File: config.mk
export PLATFORM = sky130hd
export DESIGN_NAME = mac_job_sequencer_flat
export DESIGN_NICKNAME = d
export VERILOG_FILES = /design/src/rtl/mac_job_sequencer_pkg.sv /design/src/rtl/mac_job_sequencer_if.sv /design/src/rtl/mac_job_sequencer_group_pingpong_buf.sv /design/src/rtl/mac_job_sequencer.sv /design/src/flat_wrapper.sv
export SDC_FILE = /design/constraint.sdc
export NUM_CORES = 1
export LEC_CHECK = 0
export BUFFER_PORTS_ARGS = -buffer_cell sky130_fd_sc_hd__buf_2
export CAP_MARGIN = 20
export CORE_MARGIN = 3
export CORE_UTILIZATION = 30
export CTS_CLUSTER_DIAMETER = 120
export DETAILED_ROUTE_END_ITERATION = 8
export MAX_ROUTING_LAYER = met4
export SLEW_MARGIN = 20
export SYNTH_ARGS = -nofsm -noshare
export SYNTH_HDL_FRONTEND = slang
export SYNTH_SLANG_ARGS = --single-unit
File: constraint.sdc
create_clock -name clk -period 3.5 [get_ports clk]
set_input_delay 0.7 -clock clk [delete_from_list [all_inputs] [get_ports clk]]
set_output_delay 0.7 -clock clk [all_outputs]
set_load 0.01 [all_outputs]
File: src/rtl/mac_job_sequencer_pkg.sv
// Shared definitions for the MAC job sequencer.
// Holds the array geometry derived from the slice count, the sequencer
// FSM state encoding and small helpers that size counters and indices.
package mac_job_sequencer_pkg;

  localparam int SLICES_DEFAULT = 4;

  // Array geometry for the default slice count.
  localparam int W        = SLICES_DEFAULT;
  localparam int H        = 2 * SLICES_DEFAULT;
  localparam int NRES     = W * H;
  localparam int IDX_BITS = $clog2(NRES);

  typedef enum logic [1:0] {
    ST_IDLE  = 2'd0,
    ST_RUN   = 2'd1,
    ST_DRAIN = 2'd2,
    ST_FIRE  = 2'd3
  } state_e;

  // Number of serial results produced by a W x H array.
  function automatic int calc_nres(input int s);
    return 2 * s * s;
  endfunction

  // Width of the result index (0..NRES-1).
  function automatic int calc_idx_bits(input int s);
    return $clog2(2 * s * s);
  endfunction

  // Width of a beat-within-group index; at least one bit.
  function automatic int calc_slice_bits(input int s);
    return (s > 1) ? $clog2(s) : 1;
  endfunction

endpackage

File: src/rtl/mac_job_sequencer_if.sv
// Bundle of the sequencer's handshake and array-facing signals.
//  master : upstream job/operand source plus the array result return
//  slave  : the sequencer itself
//  cmd_*  : job command (k_len groups)      in_*  : operand beats
//  arr_*  : drive to / return from the array out_* : framed result stream
interface mac_job_sequencer_if
  import mac_job_sequencer_pkg::*;
#(
  parameter int SLICES = SLICES_DEFAULT,
  parameter int K_BITS = 8
) ();

  localparam int IDX_W = calc_idx_bits(SLICES);

  logic              cmd_valid;
  logic              cmd_ready;
  logic [K_BITS-1:0] cmd_k_len;
  logic              in_valid;
  logic              in_ready;
  logic [7:0]        in_left;
  logic [7:0]        in_top;
  logic [7:0]        arr_left;
  logic [7:0]        arr_top;
  logic              arr_readout;
  logic [7:0]        arr_out;
  logic              out_valid;
  logic [7:0]        out_data;
  logic              out_last;
  logic [IDX_W-1:0]  out_index;
  logic              busy;

  modport master (
    output cmd_valid, cmd_k_len, in_valid, in_left, in_top, arr_out,
    input  cmd_ready, in_ready, arr_left, arr_top, arr_readout,
           out_valid, out_data, out_last, out_index, busy
  );

  modport slave (
    input  cmd_valid, cmd_k_len, in_valid, in_left, in_top, arr_out,
    output cmd_ready, in_ready, arr_left, arr_top, arr_readout,
           out_valid, out_data, out_last, out_index, busy
  );

endinterface

File: src/rtl/mac_job_sequencer_group_pingpong_buf.sv
// Two-bank ping-pong buffer holding whole SLICES-beat operand groups.
// Ports:
//  clk, reset       : clock, synchronous active-high reset (flushes banks)
//  wr_valid/ready   : accepted beat written into the current write bank
//  wr_data          : {left, top} beat
//  wr_last          : next accepted beat completes the write bank
//  rd_avail         : read bank holds a complete group
//  rd_beat, rd_idx  : a beat at index rd_idx is consumed this cycle
//  rd_data          : read bank entry at rd_idx (combinational)
module group_pingpong_buf
  import mac_job_sequencer_pkg::*;
#(
  parameter  int SLICES = SLICES_DEFAULT,
  localparam int IW     = calc_slice_bits(SLICES)
) (
  input  logic          clk,
  input  logic          reset,
  input  logic          wr_valid,
  output logic          wr_ready,
  input  logic [15:0]   wr_data,
  output logic          wr_last,
  output logic          rd_avail,
  input  logic          rd_beat,
  input  logic [IW-1:0] rd_idx,
  output logic [15:0]   rd_data
);

  logic [15:0]   bank_q [0:1][0:SLICES-1];
  logic [15:0]   bank_d [0:1][0:SLICES-1];
  logic [1:0]    full_q, full_d;
  logic          wr_ptr_q, wr_ptr_d;
  logic [IW-1:0] wr_idx_q, wr_idx_d;
  logic          rd_ptr_q, rd_ptr_d;

  assign wr_ready = ~full_q[wr_ptr_q];
  assign wr_last  = (wr_idx_q == IW'(SLICES - 1));
  assign rd_avail = full_q[rd_ptr_q];
  assign rd_data  = bank_q[rd_ptr_q][rd_idx];

  // Next-state of banks, full flags and pointers.
  always_comb begin
    bank_d   = bank_q;
    full_d   = full_q;
    wr_ptr_d = wr_ptr_q;
    wr_idx_d = wr_idx_q;
    rd_ptr_d = rd_ptr_q;
    if (wr_valid && wr_ready) begin
      bank_d[wr_ptr_q][wr_idx_q] = wr_data;
      if (wr_idx_q == IW'(SLICES - 1)) begin
        // Bank complete: publish it and move to the other bank.
        full_d[wr_ptr_q] = 1'b1;
        wr_ptr_d         = ~wr_ptr_q;
        wr_idx_d         = {IW{1'b0}};
      end else begin
        wr_idx_d = wr_idx_q + IW'(1);
      end
    end else begin
      wr_idx_d = wr_idx_q;
    end
    // Read and write banks always differ while reading, so both
    // updates to full_d may happen in the same cycle.
    if (rd_beat && (rd_idx == IW'(SLICES - 1))) begin
      full_d[rd_ptr_q] = 1'b0;
      rd_ptr_d         = ~rd_ptr_q;
    end else begin
      rd_ptr_d = rd_ptr_q;
    end
  end

  // Buffer state registers.
  always_ff @(posedge clk) begin
    if (reset) begin
      bank_q   <= '{default: 16'h0000};
      full_q   <= 2'b00;
      wr_ptr_q <= 1'b0;
      wr_idx_q <= {IW{1'b0}};
      rd_ptr_q <= 1'b0;
    end else begin
      bank_q   <= bank_d;
      full_q   <= full_d;
      wr_ptr_q <= wr_ptr_d;
      wr_idx_q <= wr_idx_d;
      rd_ptr_q <= rd_ptr_d;
    end
  end

endmodule

File: src/rtl/mac_job_sequencer.sv
// Control/feed stage in front of the systolic array.
// Accepts a job of k_len groups, buffers operand beats into whole groups,
// injects each group aligned to the array slice phase, waits a drain
// period, pulses arr_readout and frames the W*H serial results.
// Ports:
//  clk, reset : clock, synchronous active-high reset
//  bus        : cmd_*, in_*, arr_*, out_*, busy (see mac_job_sequencer_if)
module mac_job_sequencer
  import mac_job_sequencer_pkg::*;
#(
  parameter int SLICES = SLICES_DEFAULT,
  parameter int K_BITS = 8,
  parameter int DRAIN  = 2 * SLICES
) (
  input  logic                clk,
  input  logic                reset,
  mac_job_sequencer_if.slave  bus
);

  localparam int IW    = calc_slice_bits(SLICES);
  localparam int NRES_L = calc_nres(SLICES);
  localparam int IXW   = calc_idx_bits(SLICES);
  localparam int DW    = $clog2(DRAIN + 1);
  localparam int GW    = K_BITS + 1;

  state_e            state_q, state_d;
  logic [IW-1:0]     phase_q, phase_d;
  logic              inj_q, inj_d;
  logic [K_BITS-1:0] k_len_q, k_len_d;
  logic [GW-1:0]     recv_groups_q, recv_groups_d;
  logic [GW-1:0]     sent_groups_q, sent_groups_d;
  logic [DW-1:0]     drain_cnt_q, drain_cnt_d;
  logic              out_valid_q, out_valid_d;
  logic              out_last_q, out_last_d;
  logic [IXW-1:0]    out_index_q, out_index_d;
  logic [7:0]        arr_left_q, arr_left_d;
  logic [7:0]        arr_top_q, arr_top_d;
  logic              arr_readout_q, arr_readout_d;
  logic              cmd_ready_q, cmd_ready_d;
  logic              busy_q, busy_d;

  logic              wr_ready_s, wr_last_s, rd_avail_s;
  logic [15:0]       rd_data_s;
  logic              in_ready_s, in_fire_s, grp_sent_s;

  assign in_ready_s = (state_q == ST_RUN) && (recv_groups_q < {1'b0, k_len_q}) && wr_ready_s;
  assign in_fire_s  = bus.in_valid && in_ready_s;

  group_pingpong_buf #(.SLICES(SLICES)) u_buf (
    .clk      (clk),
    .reset    (reset),
    .wr_valid (in_fire_s),
    .wr_ready (wr_ready_s),
    .wr_data  ({bus.in_left, bus.in_top}),
    .wr_last  (wr_last_s),
    .rd_avail (rd_avail_s),
    .rd_beat  (inj_d),
    .rd_idx   (phase_d),
    .rd_data  (rd_data_s)
  );

  // Phase mirror of the array slice counter and group-injection decision.
  // The decision to inject is taken only when the next phase is 0, so a
  // group always occupies phases 0..SLICES-1 of one array slice cycle.
  always_comb begin
    if (arr_readout_q || (phase_q == IW'(SLICES - 1))) begin
      phase_d = {IW{1'b0}};
    end else begin
      phase_d = phase_q + IW'(1);
    end
    if (phase_d == {IW{1'b0}}) begin
      inj_d = rd_avail_s && (state_q == ST_RUN);
    end else begin
      inj_d = inj_q;
    end
    grp_sent_s = inj_d && (phase_d == IW'(SLICES - 1));
  end

  // FSM, group counters, drain counter, readout framing and output regs.
  always_comb begin
    state_d       = state_q;
    k_len_d       = k_len_q;
    recv_groups_d = recv_groups_q;
    sent_groups_d = sent_groups_q;
    drain_cnt_d   = drain_cnt_q;
    out_valid_d   = out_valid_q;
    out_index_d   = out_index_q;

    arr_left_d = inj_d ? rd_data_s[15:8] : 8'h00;
    arr_top_d  = inj_d ? rd_data_s[7:0]  : 8'h00;

    if (in_fire_s && wr_last_s) begin
      recv_groups_d = recv_groups_q + GW'(1);
    end else begin
      recv_groups_d = recv_groups_q;
    end
    if (grp_sent_s) begin
      sent_groups_d = sent_groups_q + GW'(1);
    end else begin
      sent_groups_d = sent_groups_q;
    end

    // Readout framing runs independently of the FSM once started.
    if (arr_readout_q) begin
      out_valid_d = 1'b1;
      out_index_d = {IXW{1'b0}};
    end else if (out_valid_q) begin
      if (out_index_q == IXW'(NRES_L - 1)) begin
        out_valid_d = 1'b0;
        out_index_d = {IXW{1'b0}};
      end else begin
        out_index_d = out_index_q + IXW'(1);
      end
    end else begin
      out_index_d = {IXW{1'b0}};
    end
    out_last_d = out_valid_d && (out_index_d == IXW'(NRES_L - 1));

    case (state_q)
      ST_IDLE: begin
        if (bus.cmd_valid && cmd_ready_q) begin
          k_len_d       = bus.cmd_k_len;
          recv_groups_d = {GW{1'b0}};
          sent_groups_d = {GW{1'b0}};
          // A zero-length job is accepted but never leaves IDLE.
          if (bus.cmd_k_len != {K_BITS{1'b0}}) begin
            state_d = ST_RUN;
          end else begin
            state_d = ST_IDLE;
          end
        end else begin
          state_d = ST_IDLE;
        end
      end
      ST_RUN: begin
        if (grp_sent_s && ((sent_groups_q + GW'(1)) == {1'b0, k_len_q})) begin
          state_d     = ST_DRAIN;
          drain_cnt_d = {DW{1'b0}};
        end else begin
          state_d = ST_RUN;
        end
      end
      ST_DRAIN: begin
        if (drain_cnt_q == DW'(DRAIN - 1)) begin
          // Hold until the previous readout has issued its last byte.
          if (!out_valid_q || out_last_q) begin
            state_d = ST_FIRE;
          end else begin
            state_d = ST_DRAIN;
          end
        end else begin
          drain_cnt_d = drain_cnt_q + DW'(1);
        end
      end
      ST_FIRE: begin
        state_d = ST_IDLE;
      end
      default: begin
        state_d = ST_IDLE;
      end
    endcase

    arr_readout_d = (state_d == ST_FIRE);
    cmd_ready_d   = (state_d == ST_IDLE);
    busy_d        = (state_d != ST_IDLE) || out_valid_d;
  end

  // All sequencer state and registered outputs.
  always_ff @(posedge clk) begin
    if (reset) begin
      state_q       <= ST_IDLE;
      phase_q       <= {IW{1'b0}};
      inj_q         <= 1'b0;
      k_len_q       <= {K_BITS{1'b0}};
      recv_groups_q <= {GW{1'b0}};
      sent_groups_q <= {GW{1'b0}};
      drain_cnt_q   <= {DW{1'b0}};
      out_valid_q   <= 1'b0;
      out_last_q    <= 1'b0;
      out_index_q   <= {IXW{1'b0}};
      arr_left_q    <= 8'h00;
      arr_top_q     <= 8'h00;
      arr_readout_q <= 1'b0;
      cmd_ready_q   <= 1'b1;
      busy_q        <= 1'b0;
    end else begin
      state_q       <= state_d;
      phase_q       <= phase_d;
      inj_q         <= inj_d;
      k_len_q       <= k_len_d;
      recv_groups_q <= recv_groups_d;
      sent_groups_q <= sent_groups_d;
      drain_cnt_q   <= drain_cnt_d;
      out_valid_q   <= out_valid_d;
      out_last_q    <= out_last_d;
      out_index_q   <= out_index_d;
      arr_left_q    <= arr_left_d;
      arr_top_q     <= arr_top_d;
      arr_readout_q <= arr_readout_d;
      cmd_ready_q   <= cmd_ready_d;
      busy_q        <= busy_d;
    end
  end

  assign bus.cmd_ready   = cmd_ready_q;
  assign bus.in_ready    = in_ready_s;
  assign bus.arr_left    = arr_left_q;
  assign bus.arr_top     = arr_top_q;
  assign bus.arr_readout = arr_readout_q;
  assign bus.out_valid   = out_valid_q;
  assign bus.out_data    = bus.arr_out;
  assign bus.out_last    = out_last_q;
  assign bus.out_index   = out_index_q;
  assign bus.busy        = busy_q;

endmodule

File: src/flat_wrapper.sv
// flat-port wrapper written by rule: the top's interface ports become plain ports
module mac_job_sequencer_flat import mac_job_sequencer_pkg::*;
#(
  parameter int SLICES = SLICES_DEFAULT,
  parameter int K_BITS = 8,
  parameter int DRAIN  = 2 * SLICES
)
  (clk, reset, bus_cmd_valid, bus_cmd_k_len, bus_in_valid, bus_in_left, bus_in_top, bus_arr_out, bus_cmd_ready, bus_in_ready, bus_arr_left, bus_arr_top, bus_arr_readout, bus_out_valid, bus_out_data, bus_out_last, bus_out_index, bus_busy);
  mac_job_sequencer_if #(.SLICES(SLICES), .K_BITS(K_BITS)) bus_i ();
  input  logic clk;
  input  logic reset;
  input wire logic [$bits(bus_i.cmd_valid)-1:0] bus_cmd_valid;
  input wire logic [$bits(bus_i.cmd_k_len)-1:0] bus_cmd_k_len;
  input wire logic [$bits(bus_i.in_valid)-1:0] bus_in_valid;
  input wire logic [$bits(bus_i.in_left)-1:0] bus_in_left;
  input wire logic [$bits(bus_i.in_top)-1:0] bus_in_top;
  input wire logic [$bits(bus_i.arr_out)-1:0] bus_arr_out;
  output wire logic [$bits(bus_i.cmd_ready)-1:0] bus_cmd_ready;
  output wire logic [$bits(bus_i.in_ready)-1:0] bus_in_ready;
  output wire logic [$bits(bus_i.arr_left)-1:0] bus_arr_left;
  output wire logic [$bits(bus_i.arr_top)-1:0] bus_arr_top;
  output wire logic [$bits(bus_i.arr_readout)-1:0] bus_arr_readout;
  output wire logic [$bits(bus_i.out_valid)-1:0] bus_out_valid;
  output wire logic [$bits(bus_i.out_data)-1:0] bus_out_data;
  output wire logic [$bits(bus_i.out_last)-1:0] bus_out_last;
  output wire logic [$bits(bus_i.out_index)-1:0] bus_out_index;
  output wire logic [$bits(bus_i.busy)-1:0] bus_busy;
  assign bus_i.cmd_valid = bus_cmd_valid;
  assign bus_i.cmd_k_len = bus_cmd_k_len;
  assign bus_i.in_valid = bus_in_valid;
  assign bus_i.in_left = bus_in_left;
  assign bus_i.in_top = bus_in_top;
  assign bus_i.arr_out = bus_arr_out;
  assign bus_cmd_ready = bus_i.cmd_ready;
  assign bus_in_ready = bus_i.in_ready;
  assign bus_arr_left = bus_i.arr_left;
  assign bus_arr_top = bus_i.arr_top;
  assign bus_arr_readout = bus_i.arr_readout;
  assign bus_out_valid = bus_i.out_valid;
  assign bus_out_data = bus_i.out_data;
  assign bus_out_last = bus_i.out_last;
  assign bus_out_index = bus_i.out_index;
  assign bus_busy = bus_i.busy;
  mac_job_sequencer #(.SLICES(SLICES), .K_BITS(K_BITS), .DRAIN(DRAIN)) u_core (.clk(clk), .reset(reset), .bus(bus_i));
endmodule
=== Word-level counts from Yosys, hierarchy flattened ===
Index checks and enable logic that the tools add are counted.

* $add $sub $neg: 6
* Multiply operators: 0
* Div/mod/pow operators: 0
* $lt $le $gt $ge: 11
* Eq/ne operators: 13
* Shifts and indexed selects: 0
* Multiplexer cells: 46
* Bitwise logic cells: 11
* Reduce and logical (&&, ||, !) cells: 28

{| class="wikitable"
|+ Operators with widths
! operator !! number
|-
| two-way mux 64 bit || 4
|-
| bitwise mux 128 bit || 1
|-
| demux 64 bit (select 1 bit) || 1
|-
| two-way mux 9 bit || 6
|-
| two-way mux 16 bit || 3
|-
| binary-select mux 16 bit (select 2 bit) || 1
|-
| demux 16 bit (select 2 bit) || 1
|-
| adder 9 x 1 -> 9 bit, second input constant || 2
|-
| two-way mux 5 bit || 3
|-
| logical AND 1 bit || 14
|-
| two-way mux 2 bit || 7
|-
| two-way mux 1 bit || 13
|-
| == test 2 bit, second input constant || 6
|-
| == test 5 bit, second input constant || 2
|-
| == test 9 x 8 -> 1 bit || 1
|-
| < comparator 9 x 8 -> 1 bit || 1
|-
| two-way mux 4 bit || 2
|-
| one-hot mux 2 bit (4 select lines) || 1
|-
| one-hot mux 4 bit (2 select lines) || 1
|-
| nonzero test 8 bit || 1
|-
| >= comparator 3 bit, second input constant || 2
|-
| logical NOT 2 bit || 3
|-
| inverter 2 -> 3 bit || 2
|-
| adder 5 x 1 -> 5 bit, second input constant || 1
|-
| 22 further kinds || 36
|}

* Flip-flop bits (word level): 195
* Latch bits: 0
* Bits in writable memories: 0
* Memory bits (read-only): 0
* Bits of input ports: 36
* Memories: 0

=== Depth between registers and ports, before layout ===
Gate-level depths: netlist of run 1.

* Depth in word-level cells: 11
* Mapped depth: 10
* Gate-level depth less buffers: 9

=== Cells and area by module ===
Synthesis of run 1 repeated with hierarchy kept, for this count alone.

* Cells, all modules: 1,072
* Area total of the unflattened synthesis: 9,361.5 um2

{| class="wikitable"
|+ Modules (own cells, without submodules)
! module !! times used !! cells each !! area an instance (um2) !! sequential area each (um2)
|-
| group_pingpong_buf || 1 || 714 || 6,254.7 || 2,682.6
|-
| mac_job_sequencer || 1 || 358 || 3,106.7 || 1,221.2
|}

=== Worst setup path after synthesis of run 1 ===
Ideal clock, no wire load.

* Path type: register to output
* Start: register u_core.k_len_q[7]
* End: output port bus_in_ready
* Arrival time: 1.769 ns
* Data required time: 2.800 ns
* Path slack: 1.031 ns
* Cell stages (with the launch flop): 7
* Cell sequence: dfxtp_1 -> inv_1 -> ha_1 -> and4b_1 -> buf_1 -> clkbuf_1 -> a21boi_0

* Cells in the longest elaborated chain, start to end: 3

{| class="wikitable"
|+ Ends and longest elaborated chain
! element !! RTL line !! source
|-
| from (decl) || mac_job_sequencer.sv:29 || <nowiki>logic [K_BITS-1:0] k_len_q, k_len_d;</nowiki>
|-
| from (signal assigned) || mac_job_sequencer.sv:174 || <nowiki>k_len_q <= {K_BITS{1'b0}};</nowiki>
|-
| from (signal assigned) || mac_job_sequencer.sv:190 || <nowiki>k_len_q <= k_len_d;</nowiki>
|-
| < comparator 9 x 8 -> 1 bit || mac_job_sequencer.sv:46 || <nowiki>assign in_ready_s = (state_q == ST_RUN) && (recv_groups_q < {1'b0, k_len_q}) && wr_ready_s;</nowiki>
|-
| logical AND 1 bit (2 in a row) || mac_job_sequencer.sv:46 ||
|-
| to (decl) || flat_wrapper.sv:19 || <nowiki>output wire logic [$bits(bus_i.in_ready)-1:0] bus_in_ready;</nowiki>
|}

Every way passes these cells.

=== Final worst setup path of run 1 ===
* Start: register u_core.k_len_q[1]
* End: output port bus_in_ready

Same word-level chain as after synthesis.

==> results of run 1 <==
-- cell families (layout without fill, tap and decap cells) --
kind of cell,after synthesis,in the layout
and+or+nand+nor,295,295
other,0,3
DFF,195,195
muxes,165,165
xor gates and xnor gates,27,27
buffers and inverters,96,127
AOI/OAI and AO/OA,78,78
adders and majority gates,22,22
-- power groups by stage --
| stage | combinational (mW) | sequential, mW | clock (mW) |
|---|---|---|---|
| 2_1_floorplan | 0.233 | 2.30 | 0 |
| 3_3_place_gp | 0.305 | 2.31 | 0 |
| 3_5_place_dp | 0.307 | 2.31 | 0 |
| 4_1_cts | 0.307 | 2.26 | 1.99 |
| 5_1_grt | 0.337 | 2.26 | 2.09 |
| 6_report | 0.304 | 2.26 | 1.94 |
-- cells in the mapped netlist (5+ instances only) --
cell | n | share of area
inv_1 | 25 | 0.011
and3_1 | 8 | 0.0057
nand2_1 | 64 | 0.027
xor2_1 | 6 | 0.0060
a21oi_1 | 36 | 0.021
clkbuf_1 | 34 | 0.015
mux4_2 | 32 | 0.082
nor4_1 | 5 | 0.0036
nand3_1 | 15 | 0.0086
a2111oi_0 | 5 | 0.0050
mux2i_1 | 133 | 0.15
ha_1 | 22 | 0.031
xnor2_1 | 21 | 0.021
dfxtp_1 | 195 | 0.45
o21ai_0 | 7 | 0.0040
nor3_1 | 7 | 0.0040
a21oi_2 | 7 | 0.0070
buf_2 | 19 | 0.011
nand2b_1 | 5 | 0.0036
buf_4 | 10 | 0.0086
buf_1 | 5 | 0.0021
nor2_1 | 164 | 0.070
nand4_1 | 5 | 0.0036
and2_1 | 5 | 0.0036
-- routing by layer --
layer  up-vias  wire length [µm]
met1      2901              9658
li1       3046                 -
met4         0               290
met2       105              8903
met5         -                 0
met3        24               740
-- worst register-to-register path, stage by stage, from the launching register on --
cell	delay, ps
dfxtp_1	350
ha_1	280
nor2b_1	220
and3_1	440
o2111ai_2	210
a2111oi_4	420
o21ai_2	160
or4_1	410
a21oi_1	160
-- path summary, 6_finish.rpt --
check                                             start                 endpoint  depth (start not counted)
worst max-delay path                  u_core.k_len_q[1]             bus_in_ready                          7
worst max register to register        u_core.phase_q[0]    u_core.drain_cnt_q[3]                          8
worst min-delay path            u_core.bus.out_index[0]  u_core.bus.out_index[0]                          1
worst min register to register  u_core.bus.out_index[0]  u_core.bus.out_index[0]                          1
-- stage by stage --
step	setup WS, ps	hold WS, ps	area (µm²)	utilization	total power [mW]
after floorplan	1031	452.8	8740	-	2.537
after global routing	215.2	512.7	9853	0.3489	4.681
after global placement	889.6	467.2	9263	0.3280	2.612
after CTS	371.6	492.1	9846	0.3486	4.557
after detailed placement	787.8	477.3	9263	0.3280	2.615
final	393.1	482.3	9853	0.3489	4.505
-- registers in the layout, indices dropped and copies added (netlist names), 2 cells and up --
signal	flops
u_core.recv_groups_q	9
u_core.state_q	2
u_core.k_len_q	8
u_core.bus.out_index	5
u_core.sent_groups_q	9
u_core.phase_q	2
u_core.u_buf.full_q	2
u_core.u_buf.wr_idx_q	2
u_core.bus.arr_left	8
u_core.drain_cnt_q	4
u_core.bus.arr_top	8
u_core.u_buf.bank_q	128
-- final cells by class --
type | count | area share
inverters | 25 | 0.009524
repair buffers | 70 | 0.03987
multi-input cells | 587 | 0.4463
well taps | 378 | 0.04800
flip-flops and latches | 195 | 0.3963
diodes | 3 | 0.0007619
clock inverters | 12 | 0.01384
clock buffers | 20 | 0.04533
==> metrics.md, run 1 <==
| Metric | Value |
|---|---|
| Status | `completed` |
| Post-Syn Area per Cell | `9.954 µm²` |
| Top FF cell, synth | `dfxtp_1` |
| RSZ-0062 raised after global routing | `false` |
| CP Cell Sequence | `inv_1 > ha_1 > a21o_1 > a21oi_1 > o21ai_2 > a21boi_0 > buf_2` |
| Largest family of logic cells by synthesized area | `multiplexers` |
| R2r setup slk | `about 760 ps` |
| Row count | `around 60` |
| GRT Total Usage | `0.1322` |
| Worst slew pin tran | `999.9 ps` |
| Final WL | `between 15 and 20 mm` |
| Gates resized, CTS repair | `0` |
| Slew Limit Headroom | `0.3334` |
| Pwr/cell area | `approximately 460 mW/mm²` |
| Max clock buf depth | `2` |
| Crit. End Element | `output pin` |
| Worst path required time | `approximately 2800 ps` |
| Comb pwr share | `0.067` |
| CTS root buffer | `clkbuf_16` |
| Die ar. | `roughly 0.031 mm²` |
| Final Setup Violations | `0` |
| CTS tree | `done` |
| Worst path buffer plus inverter count | `2` |
| Final Hold Viols | `0` |
| Cell-internal power | `around 3.4 mW` |
| Part of the power in the clock network | `0.432` |
| Max Slew Vio Count | `0` |
| Hold WC Path Type | `register to register` |
| Mux cell area share after synthesis | `0.2348` |
| CTS HTree Levels | `4` |
| Post-Route Setup TNS | `0 ps` |
| Max-Cap Viols | `0` |
| Fill cells | `a little under 3,000` |
| Post-DP HPWL | `between 10 and 15 mm` |
| Area of the multi-input gates | `roughly 0.0044 mm²` |
| Met3 usage | `0.02896` |
| Die width | `around 180 µm` |
| Setup bufs post-CTS | `0` |
| Initial Utilization | `0.3095` |
| Leakage | `about 3.4 nW` |
| Vias in the first global route | `about 6,000` |
| Post-synth ARST share | `0` |
| Nets | `954` |
| Number of I/O port buffers | `54` |
| Most crowded layer after global routing | `met2` |
| Worst Clk Skew | `approximately 9.8 ps` |
| Distinct cells, synth | `51` |
| GRT overflow | `0` |
| DP Cell Count | `between 1,000 and 1,500` |
| Synth Area in Simple Gates | `0.1456` |
| Seq/Total Area, Yosys | `0.4467` |
| First-pass GRT wire length | `approximately 32 mm` |
| CTS Buf Count | `17` |
| Clock Sinks | `a little under 200` |
| P&R area growth vs syn | `12.74%` |
| Worst path max stage delay | `a little over 700 ps` |
| Fin crit share | `0.8877` |
| Sw Ratio | `0.2530` |
| Commonest non-fill, non-tap cell in the layout | `dfxtp_1` |
| CP startpoint kind | `register` |
| Post-Synth XOR/XNOR Area | `0.02706` |
| Drt pass-1 iters | `4` |
| DRT iter0 DRCs | `between 300 and 400` |
| Fraction of the mapped netlist area in adder cells | `0.03150` |
| Vias post-DR | `approximately 6,000` |
| Routed Antenna Nets | `0` |
| Yosys warning total | `0` |
| Mapped cell area | `~0.0087 mm²` |
| Register cell area after layout | `around 0.0039 mm²` |
| Slowest cell on crit path | `o21ai_2` |
| Arr. time, crit path | `2410 ps` |
| I/O pin cnt | `71` |
| CP top delay family | `compound AO/OA/AOI/OAI gates` |
| Critical path fanouts, max | `17` |
| Number of synthesized register bits | `slightly below 200` |
| RD Place Congestion | `0.8204` |
| VDD IR max | `~280 µV` |
| Drt via density | `between 4 and 5` |
| Met2 usage | `0.2025` |
| Syn Inst Count | `approximately 880` |
| Routed len/inst | `15.19 µm` |
| Most frequent cells in the layout | `dfxtp_1 (194), nor2_1 (164), mux2i_1 (133), nand2_1 (64), buf_2 (53)` |
| Clk pin slew, worst setup/hold paths | `70 ps` |
| Minimum clock period | `3107 ps` |
| Mapped Nets | `between 900 and 1,000` |
| Hold buffers post-CTS | `0` |
| Largest net degree at the start of global routing | `59` |
| Drc violations | `0` |
| WS Path Type | `register to output pin` |
| Max frequency | `between 300 and 400 MHz` |
| Final Non-Filler Cells | `1,290` |
| Met1 GRT Util | `0.1755` |
| Initial antenna violation count | `3` |
| Worst-Skew Late Latency | `roughly 430 ps` |
| Seq pwr share | `0.501` |
| Share of post-route cells with drive strength above 1 | `0.1628` |
| Post-synth EDFFs | `0` |
| Synth Area in Compound Gates | `0.06428` |
| Core area | `between 0.02 and 0.03 mm²` |
| Net switching power figure | `around 1.1 mW` |
| Height of the die | `176.7 µm` |
(Power assumes the default switching activity.)
==> run 2: changes to the inputs <==
--- a/config.mk
+++ b/config.mk
@@ -5,6 +5,7 @@
 export SDC_FILE = /design/constraint.sdc
 export NUM_CORES = 1
 export LEC_CHECK = 0
+export ABC_AREA = 1
 export BUFFER_PORTS_ARGS = -buffer_cell sky130_fd_sc_hd__buf_2
 export CAP_MARGIN = 20
 export CORE_MARGIN = 3
==> run 2 against run 1 <==
Net effect: global-route usage is 1.6 points higher; critical path depth stayed put; critical path type unchanged; via count is 38% higher; first-iteration DRC count is 88% higher; total power is 6.6% higher; largest power group unchanged.
==> metrics.md, run 2 <==
| Metric | Value |
|---|---|
| DP Cell Count | `1,785 (was 1,255)` |
| Routed Antenna Nets | `0 (unchanged)` |
| Worst path required time | `2800 ps (about the same)` |
| Synth top area cells | `dfxtp_1 (41%), nand2_1 (13%), nor2_1 (10%) (was dfxtp_1 (45%), mux2i_1 (15%), mux4_2 (8.2%))` |
| Share of post-route cells with drive strength above 1 | `0.09430 (was 0.1628)` |
| Final Non-Filler Cells | `1,818 (was 1,290)` |
| DRT iter0 DRCs | `595 (was 317)` |
| Post-synth EDFFs | `0 (unchanged)` |
| Cell-internal power | `3.559 mW (was 3.365 mW)` |
| Slew Limit Headroom | `0.4150 (was 0.3334)` |
| VDD IR max | `335.5 µV (was 275.1 µV)` |
| CP startpoint kind | `register (unchanged)` |
| Hold buffers post-CTS | `0 (unchanged)` |
| Yosys warning total | `0 (unchanged)` |
| Mapped cell area | `0.009584 mm² (was 0.008740 mm²)` |
| Clock Sinks | `195 (unchanged)` |
| Worst path max stage delay | `450 ps (was 710 ps)` |
| Number of I/O port buffers | `54 (unchanged)` |
| P&R area growth vs syn | `10.48% (was 12.74%)` |
| Worst r2r dst | `u_core.u_buf.bank_q[63] (was u_core.drain_cnt_q[3])` |
| Final Hold Viols | `0 (unchanged)` |
| Worst r2r src | `u_core.recv_groups_q[2] (was u_core.phase_q[0])` |
| Seq/Total Area, Yosys | `0.4073 (was 0.4467)` |
| Worst slew pin tran | `872.1 ps (was 999.9 ps)` |
| Die width | `184.7 µm (was 176.7 µm)` |
| Post-Syn Area per Cell | `6.759 µm² (was 9.954 µm²)` |
| Drt pass-1 iters | `5 (was 4)` |
| Hold WC Path Type | `register to register (unchanged)` |
| Pwr/cell area | `453.4 mW/mm² (was 457.2 mW/mm²)` |
| Comb pwr share | `0.082 (was 0.067)` |
| Crit. End Element | `output pin (unchanged)` |
| CTS HTree Levels | `4 (unchanged)` |
| Critical path fanouts, max | `10 (was 17)` |
| Commonest non-fill, non-tap cell in the layout | `nand2_1 (was dfxtp_1)` |
| Max-Cap Viols | `0 (unchanged)` |
| Height of the die | `184.7 µm (was 176.7 µm)` |
| Max clock buf depth | `2 (unchanged)` |
| Most frequent cells in the layout | `nand2_1 (337), nor2_1 (265), dfxtp_1 (194), inv_1 (159), a21oi_1 (128) (was dfxtp_1 (194), nor2_1 (164), mux2i_1 (133), nand2_1 (64), buf_2 (53))` |
| CP Cell Sequence | `ha_1 > a21oi_1 > o21ai_0 > nand2_1 > nand4_4 > nor2_8 > buf_2 (was inv_1 > ha_1 > a21o_1 > a21oi_1 > o21ai_2 > a21boi_0 > buf_2)` |
| Fin crit share | `0.8201 (was 0.8877)` |
| Net switching power figure | `1.242 mW (was 1.140 mW)` |
| Post-synth ARST share | `0 (unchanged)` |
| Post-DP HPWL | `15.07 mm (was 12.25 mm)` |
| Top reg by flops | `u_core.u_buf.bank_q (unchanged)` |
| Part of the power in the clock network | `0.444 (was 0.432)` |
| Initial Utilization | `0.3085 (was 0.3095)` |
| Post-Route Setup TNS | `0 ps (unchanged)` |
| Distinct cells, synth | `41 (was 51)` |
| RSZ-0062 raised after global routing | `false (unchanged)` |
| Clk pin slew, worst setup/hold paths | `70 ps (about the same)` |
| Worst-Skew Late Latency | `450 ps (was 430 ps)` |
| Final Setup Violations | `0 (unchanged)` |
| Worst Clk Skew | `14.64 ps (was 9.809 ps)` |
| Vias in the first global route | `7,487 (was 5,919)` |
| Routed len/inst | `13.36 µm (was 15.19 µm)` |
| CTS Buf Count | `17 (unchanged)` |
| Sw Ratio | `0.2587 (was 0.2530)` |
| Status | `completed (unchanged)` |
| CTS tree | `done (unchanged)` |
| Max frequency | `348.4 MHz (was 321.9 MHz)` |
| Gates resized, CTS repair | `0 (unchanged)` |
| Drc violations | `0 (unchanged)` |
| Setup bufs post-CTS | `0 (unchanged)` |
| GRT Total Usage | `0.1485 (was 0.1322)` |
| Post-synth top cells | `nand2_1 (337), nor2_1 (265), dfxtp_1 (195) (was dfxtp_1 (195), nor2_1 (164), mux2i_1 (133))` |
| Top FF cell, synth | `dfxtp_1 (unchanged)` |
| GRT overflow | `0 (unchanged)` |
| Max FFs per register | `128 (unchanged)` |
| Leakage | `4.953 nW (was 3.357 nW)` |
| Initial antenna violation count | `1 (was 3)` |
| Most common cell in the netlist | `nand2_1 (was dfxtp_1)` |
| Slowest cell on crit path | `dfxtp_1 (was o21ai_2)` |
| Core area | `0.03107 mm² (was 0.02824 mm²)` |
| Die ar. | `0.03413 mm² (was 0.03122 mm²)` |
| Syn Inst Count | `1,418 (was 878)` |
| Minimum clock period | `2870 ps (was 3107 ps)` |
| Number of synthesized register bits | `195 (unchanged)` |
| Synth top area share | `0.4073 (was 0.4467)` |
| Max Slew Vio Count | `0 (unchanged)` |
| R2r setup slk | `1000 ps (was 760 ps)` |
| Critical path destination | `bus_in_ready (unchanged)` |
| First-pass GRT wire length | `39.34 mm (was 31.85 mm)` |
| Largest area contributor in the netlist | `dfxtp_1 (unchanged)` |
| WS Path Type | `register to output pin (unchanged)` |
| RD Place Congestion | `0.7870 (was 0.8204)` |
| Vias post-DR | `8,375 (was 6,076)` |
| Mapped Nets | `1,476 (was 936)` |
| Drt via density | `4.607 (was 4.710)` |
| Arr. time, crit path | `2170 ps (was 2410 ps)` |
| Largest net degree at the start of global routing | `75 (was 59)` |
| Largest registers | `u_core.u_buf.bank_q: 128 flops, u_core.recv_groups_q: 9 flops, u_core.sent_groups_q: 9 flops (unchanged)` |
| FF-to-FF path depth | `10 (was 8)` |
| Final WL | `24.29 mm (was 19.59 mm)` |
| Row count | `64 (was 61)` |
| I/O pin cnt | `71 (unchanged)` |
| Critical Path Source | `u_core.recv_groups_q[2] (was u_core.k_len_q[1])` |
| Seq pwr share | `0.474 (was 0.501)` |
| CTS root buffer | `clkbuf_16 (unchanged)` |
| Nets | `1,466 (was 954)` |
-- run 2: power groups by stage --
| stage | clock network, mW | registers (mW) | logic [mW] |
|---|---|---|---|
| 5_1_grt | 2.27 | 2.28 | 0.439 |
| 4_1_cts | 2.18 | 2.28 | 0.396 |
| 3_3_place_gp | 0 | 2.33 | 0.390 |
| 3_5_place_dp | 0 | 2.33 | 0.395 |
| 2_1_floorplan | 0 | 2.33 | 0.290 |
| 6_report | 2.13 | 2.28 | 0.393 |
-- run 2: final cells by class --
| type | instances | area [µm²] |
|---|---|---|
| Inverter | 166 | 630.6 |
| Clock inverter | 13 | 192.7 |
| Clock buffer | 19 | 452.9 |
| Sequential cell | 195 | 3908 |
| Tap cell | 396 | 495.5 |
| Antenna cell | 1 | 2.502 |
| Timing Repair Buffer | 65 | 352.8 |
| Multi-Input combinational cell | 963 | 4554 |
| Fill cell | 3253 | 20480 |
-- run 2: cells by family (layout without fill, tap and decap cells) --
family,count (synthesis),in the layout,share of synthesized area
simple gates,692,692,0.3068
buf+inv,260,263,0.1175
compound gates,240,240,0.1313
flops,195,195,0.4073
fa+ha+maj,22,22,0.02872
xor+xnor,8,8,0.007311
mux,1,1,0.001044
other cells,0,1,0
-- run 2: stage by stage --
| step | utilization | worst slack [ps] | power, mW | hold WS, ps | cell area (µm²) |
|---|---|---|---|---|---|
| after floorplan | - | 1470 | 2.617 | 435.4 | 9584 |
| after global placement | 0.3200 | 1074 | 2.718 | 444.9 | 9941 |
| after detailed placement | 0.3200 | 1007 | 2.725 | 450.5 | 9941 |
| after CTS | 0.3407 | 600.7 | 4.855 | 461.7 | 10590 |
| after global routing | 0.3408 | 446.5 | 4.994 | 481.1 | 10590 |
| final | 0.3408 | 629.6 | 4.801 | 461.2 | 10590 |
-- run 2: worst min path at each step --
| stage | from | end | cells past startpoint |
|---|---|---|---|
| 5_1_grt | u_core.u_buf.bank_q[74] | u_core.u_buf.bank_q[74] | 2 |
| 3_5_place_dp | u_core.u_buf.bank_q[72] | u_core.u_buf.bank_q[72] | 2 |
| 6_report | u_core.u_buf.bank_q[72] | u_core.u_buf.bank_q[72] | 2 |
| 4_1_cts | u_core.u_buf.bank_q[72] | u_core.u_buf.bank_q[72] | 2 |
| 3_3_place_gp | u_core.u_buf.bank_q[69] | u_core.u_buf.bank_q[69] | 2 |
| 2_1_floorplan | u_core.u_buf.bank_q[69] | u_core.u_buf.bank_q[69] | 2 |
-- run 2: routing by layer --
layer  vias up  GRT usage  wire (µm)
met4         0    0.04772        461
met3        25    0.02585        863
met5         -          -          0
met1      3835     0.1866      11440
met2       137     0.2436      11530
li1       4378          -          -
-- run 2: worst max-delay path, delay by kind of cell (launching register included) --
| family | cells | cell delay [ps] |
|---|---|---|
| simple gates | 3 | 500 |
| flops | 1 | 450 |
| fa+ha+maj | 1 | 290 |
| compound gates | 2 | 250 |
| buf+inv | 1 | 220 |
==> run 3: changes to the inputs <==
==> constraint.sdc (replaced) <==
create_clock -name clk -period 2.9 [get_ports clk]
set_input_delay 0.58 -clock clk [delete_from_list [all_inputs] [get_ports clk]]
set_output_delay 0.58 -clock clk [all_outputs]
set_load 0.01 [all_outputs]
==> run 3 against run 2 <==
Net effect: combinational power grew 25%; via count grew 1.6%; global-route usage grew 0.41 points; critical path type unchanged.
==> metrics.md, run 3 (same netlist as run 2, synthesis figures left out) <==
| Metric | Value |
|---|---|
| CP startpoint kind | `register (unchanged)` |
| Critical path destination | `bus_in_ready (unchanged)` |
| Gates resized, CTS repair | `0 (unchanged)` |
| Share of post-route cells with drive strength above 1 | `0.1050 (was 0.09430)` |
| Final Hold Viols | `0 (unchanged)` |
| Routed Antenna Nets | `0 (unchanged)` |
| Slew Limit Headroom | `0.5677 (was 0.4150)` |
| FF-to-FF path depth | `12 (was 10)` |
| GRT overflow | `0 (unchanged)` |
| Clock Sinks | `195 (unchanged)` |
| Max clock buf depth | `2 (unchanged)` |
| Worst Clk Skew | `17.16 ps (was 14.64 ps)` |
| Max frequency | `between 300 and 400 MHz` |
| Met2 usage | `0.2415 (was 0.2436)` |
| Critical path fanouts, max | `7 (was 10)` |
| Comb pwr share | `0.086 (was 0.082)` |
| Number of cells on the critical path | `7 (unchanged)` |
| Fin crit share | `0.9028` |
| Drt pass-1 iters | `8 (was 5)` |
| Worst r2r dst | `u_core.u_buf.bank_q[73] (was u_core.u_buf.bank_q[63])` |
| RSZ-0062 raised after global routing | `false (unchanged)` |
| Leakage | `5.020 nW (was 4.953 nW)` |
| Worst slew pin tran | `644.5 ps (was 872.1 ps)` |
| Worst-Skew Late Latency | `440 ps (was 450 ps)` |
| Total Power | `5.674 mW (was 4.801 mW)` |
| Row count | `64 (unchanged)` |
| Max FFs per register | `128 (unchanged)` |
| Initial Utilization | `0.3085 (unchanged)` |
| Routed len/inst | `13.51 µm (was 13.36 µm)` |
| Met1 GRT Util | `0.1975 (was 0.1866)` |
| DRT iter0 DRCs | `521 (was 595)` |
| Most frequent cells in the layout | `nand2_1 (337), nor2_1 (265), dfxtp_1 (194), inv_1 (159), a21oi_1 (128) (unchanged)` |
| Largest net degree at the start of global routing | `58 (was 75)` |
| Status | `completed (unchanged)` |
| Number of I/O port buffers | `54 (unchanged)` |
| Hold WC Path Type | `input pin to register (was register to register)` |
| Core area | `0.03107 mm² (unchanged)` |
| Crit. End Element | `output pin (unchanged)` |
| CTS tree | `done (unchanged)` |
| Cell-internal power | `4.115 mW (was 3.559 mW)` |
| Largest registers | `u_core.u_buf.bank_q: 128 flops, u_core.recv_groups_q: 9 flops, u_core.sent_groups_q: 9 flops (unchanged)` |
| Initial antenna violation count | `0 (was 1)` |
| GRT Total Usage | `0.1526 (was 0.1485)` |
| Hold buffers post-CTS | `0 (unchanged)` |
| Commonest non-fill, non-tap cell in the layout | `nand2_1 (unchanged)` |
| Worst path max stage delay | `450 ps (about the same)` |
| Post-DP HPWL | `15.98 mm (was 15.07 mm)` |
| Die ar. | `0.03413 mm² (unchanged)` |
| RD Place Congestion | `0.8461 (was 0.7870)` |
| Setup bufs post-CTS | `0 (unchanged)` |
| Most crowded layer after global routing | `met2 (unchanged)` |
| Die width | `184.7 µm (unchanged)` |
| Height of the die | `184.7 µm (unchanged)` |
| Vias post-DR | `8,507 (was 8,375)` |
| Slowest cell on crit path | `dfxtp_1 (unchanged)` |
| I/O pin cnt | `71 (unchanged)` |
| CTS Buf Count | `17 (unchanged)` |
| Drc violations | `0 (unchanged)` |
| First-pass GRT wire length | `40.97 mm (was 39.34 mm)` |
| Worst Hold Margin | `425.5 ps (was 461.2 ps)` |
| Final Setup Violations | `0 (unchanged)` |
| Pwr/cell area | `530.5 mW/mm² (was 453.4 mW/mm²)` |
| Final antenna diode count | `0 (was 1)` |
| Net switching power figure | `1.560 mW (was 1.242 mW)` |
| VDD IR max | `320.1 µV (was 335.5 µV)` |
| Seq pwr share | `0.484 (was 0.474)` |
| Final WL | `24.77 mm (was 24.29 mm)` |
| Sw Ratio | `0.2748 (was 0.2587)` |
| WS Path Type | `register to output pin (unchanged)` |
| Arr. time, crit path | `2040 ps (was 2170 ps)` |
| Post-Route Setup TNS | `0 ps (unchanged)` |
| Part of the power in the clock network | `0.429 (was 0.444)` |
| Worst path required time | `2320 ps (was 2800 ps)` |
| Clk pin slew, worst setup/hold paths | `70 ps (about the same)` |
| Top reg by flops | `u_core.u_buf.bank_q (unchanged)` |
| Max-Cap Viols | `0 (unchanged)` |
| CP top delay family | `flip-flops (was simple AND/OR/NAND/NOR gates)` |
| Met3 usage | `0.02783 (was 0.02585)` |
| Worst path buffer plus inverter count | `1 (unchanged)` |
| Max Slew Vio Count | `0 (unchanged)` |
| CTS root buffer | `clkbuf_16 (unchanged)` |
| Nets | `1,483 (was 1,466)` |
| Vias in the first global route | `7,860 (was 7,487)` |
| Worst r2r src | `u_core.recv_groups_q[2] (unchanged)` |
| Critical Path Source | `u_core.recv_groups_q[2] (unchanged)` |
| R2r setup slk | `490 ps (was 1000 ps)` |
| P&R area growth vs syn | `11.59% (was 10.48%)` |
| Minimum clock period | `2618 ps` |
| CTS HTree Levels | `4 (unchanged)` |
| Drt via density | `4.638 (was 4.607)` |
| CP Cell Sequence | `ha_1 > a21oi_1 > o21ai_0 > nand2_1 > nand4_4 > nor2_8 > buf_2 (unchanged)` |
[run 3: cell count changes in the layout (fill, tap and decap cells not counted), sizes merged]
cell,delta
clkbuf,-2
clkinv,+4
buf,+17
diode,-1
inv,+1
clkinvlp,-1
bufinv,-2
[run 3: cell type report]
class	count	area, µm²
tap	396	495.5
fill	3314	20370
sequential	195	3908
clock buffer	17	425.4
clock inverter	15	188.9
timing repair buffer	82	493.0
inverter	166	630.6
multi-input combinational	963	4554
[run 3: how the worst min path moves through the flow]
stage,from,cells past startpoint,to,slack [ps]
5_1_grt,reset,2,u_core.inj_q,420
6_report,reset,2,u_core.inj_q,430
3_3_place_gp,u_core.u_buf.bank_q[69],2,u_core.u_buf.bank_q[69],440
4_1_cts,reset,2,u_core.inj_q,400
2_1_floorplan,u_core.u_buf.bank_q[69],2,u_core.u_buf.bank_q[69],440
3_5_place_dp,u_core.u_buf.bank_q[68],2,u_core.u_buf.bank_q[68],450
[run 3: through the flow]
step | setup slack, ps | std cells | util | instance area, µm²
detailed placement | 527.0 | 1799 | 0.3237 | 10060
global route | 127.6 | 1834 | 0.3442 | 10700
CTS | 121.3 | 1831 | 0.3435 | 10670
floorplan | 922.5 | 1418 | - | 9584
finish | 281.8 | 1834 | 0.3442 | 10700
global placement | 587.0 | 1799 | 0.3237 | 10060
[run 3: layer usage]
metal	vias up	wire, µm
met5	-	0
met4	0	599
met3	31	721
met2	134	11490
met1	3926	11970
li1	4416	-
[run 3: power by group through the flow]
stage               sequential [mW]  clock, mW  combinational (mW)
finish                         2.75       2.44               0.490
global route                   2.75       2.60               0.545
CTS                            2.75       2.49               0.483
detailed placement             2.81          0               0.480
global placement               2.81          0               0.472
floorplan                      2.81          0               0.349
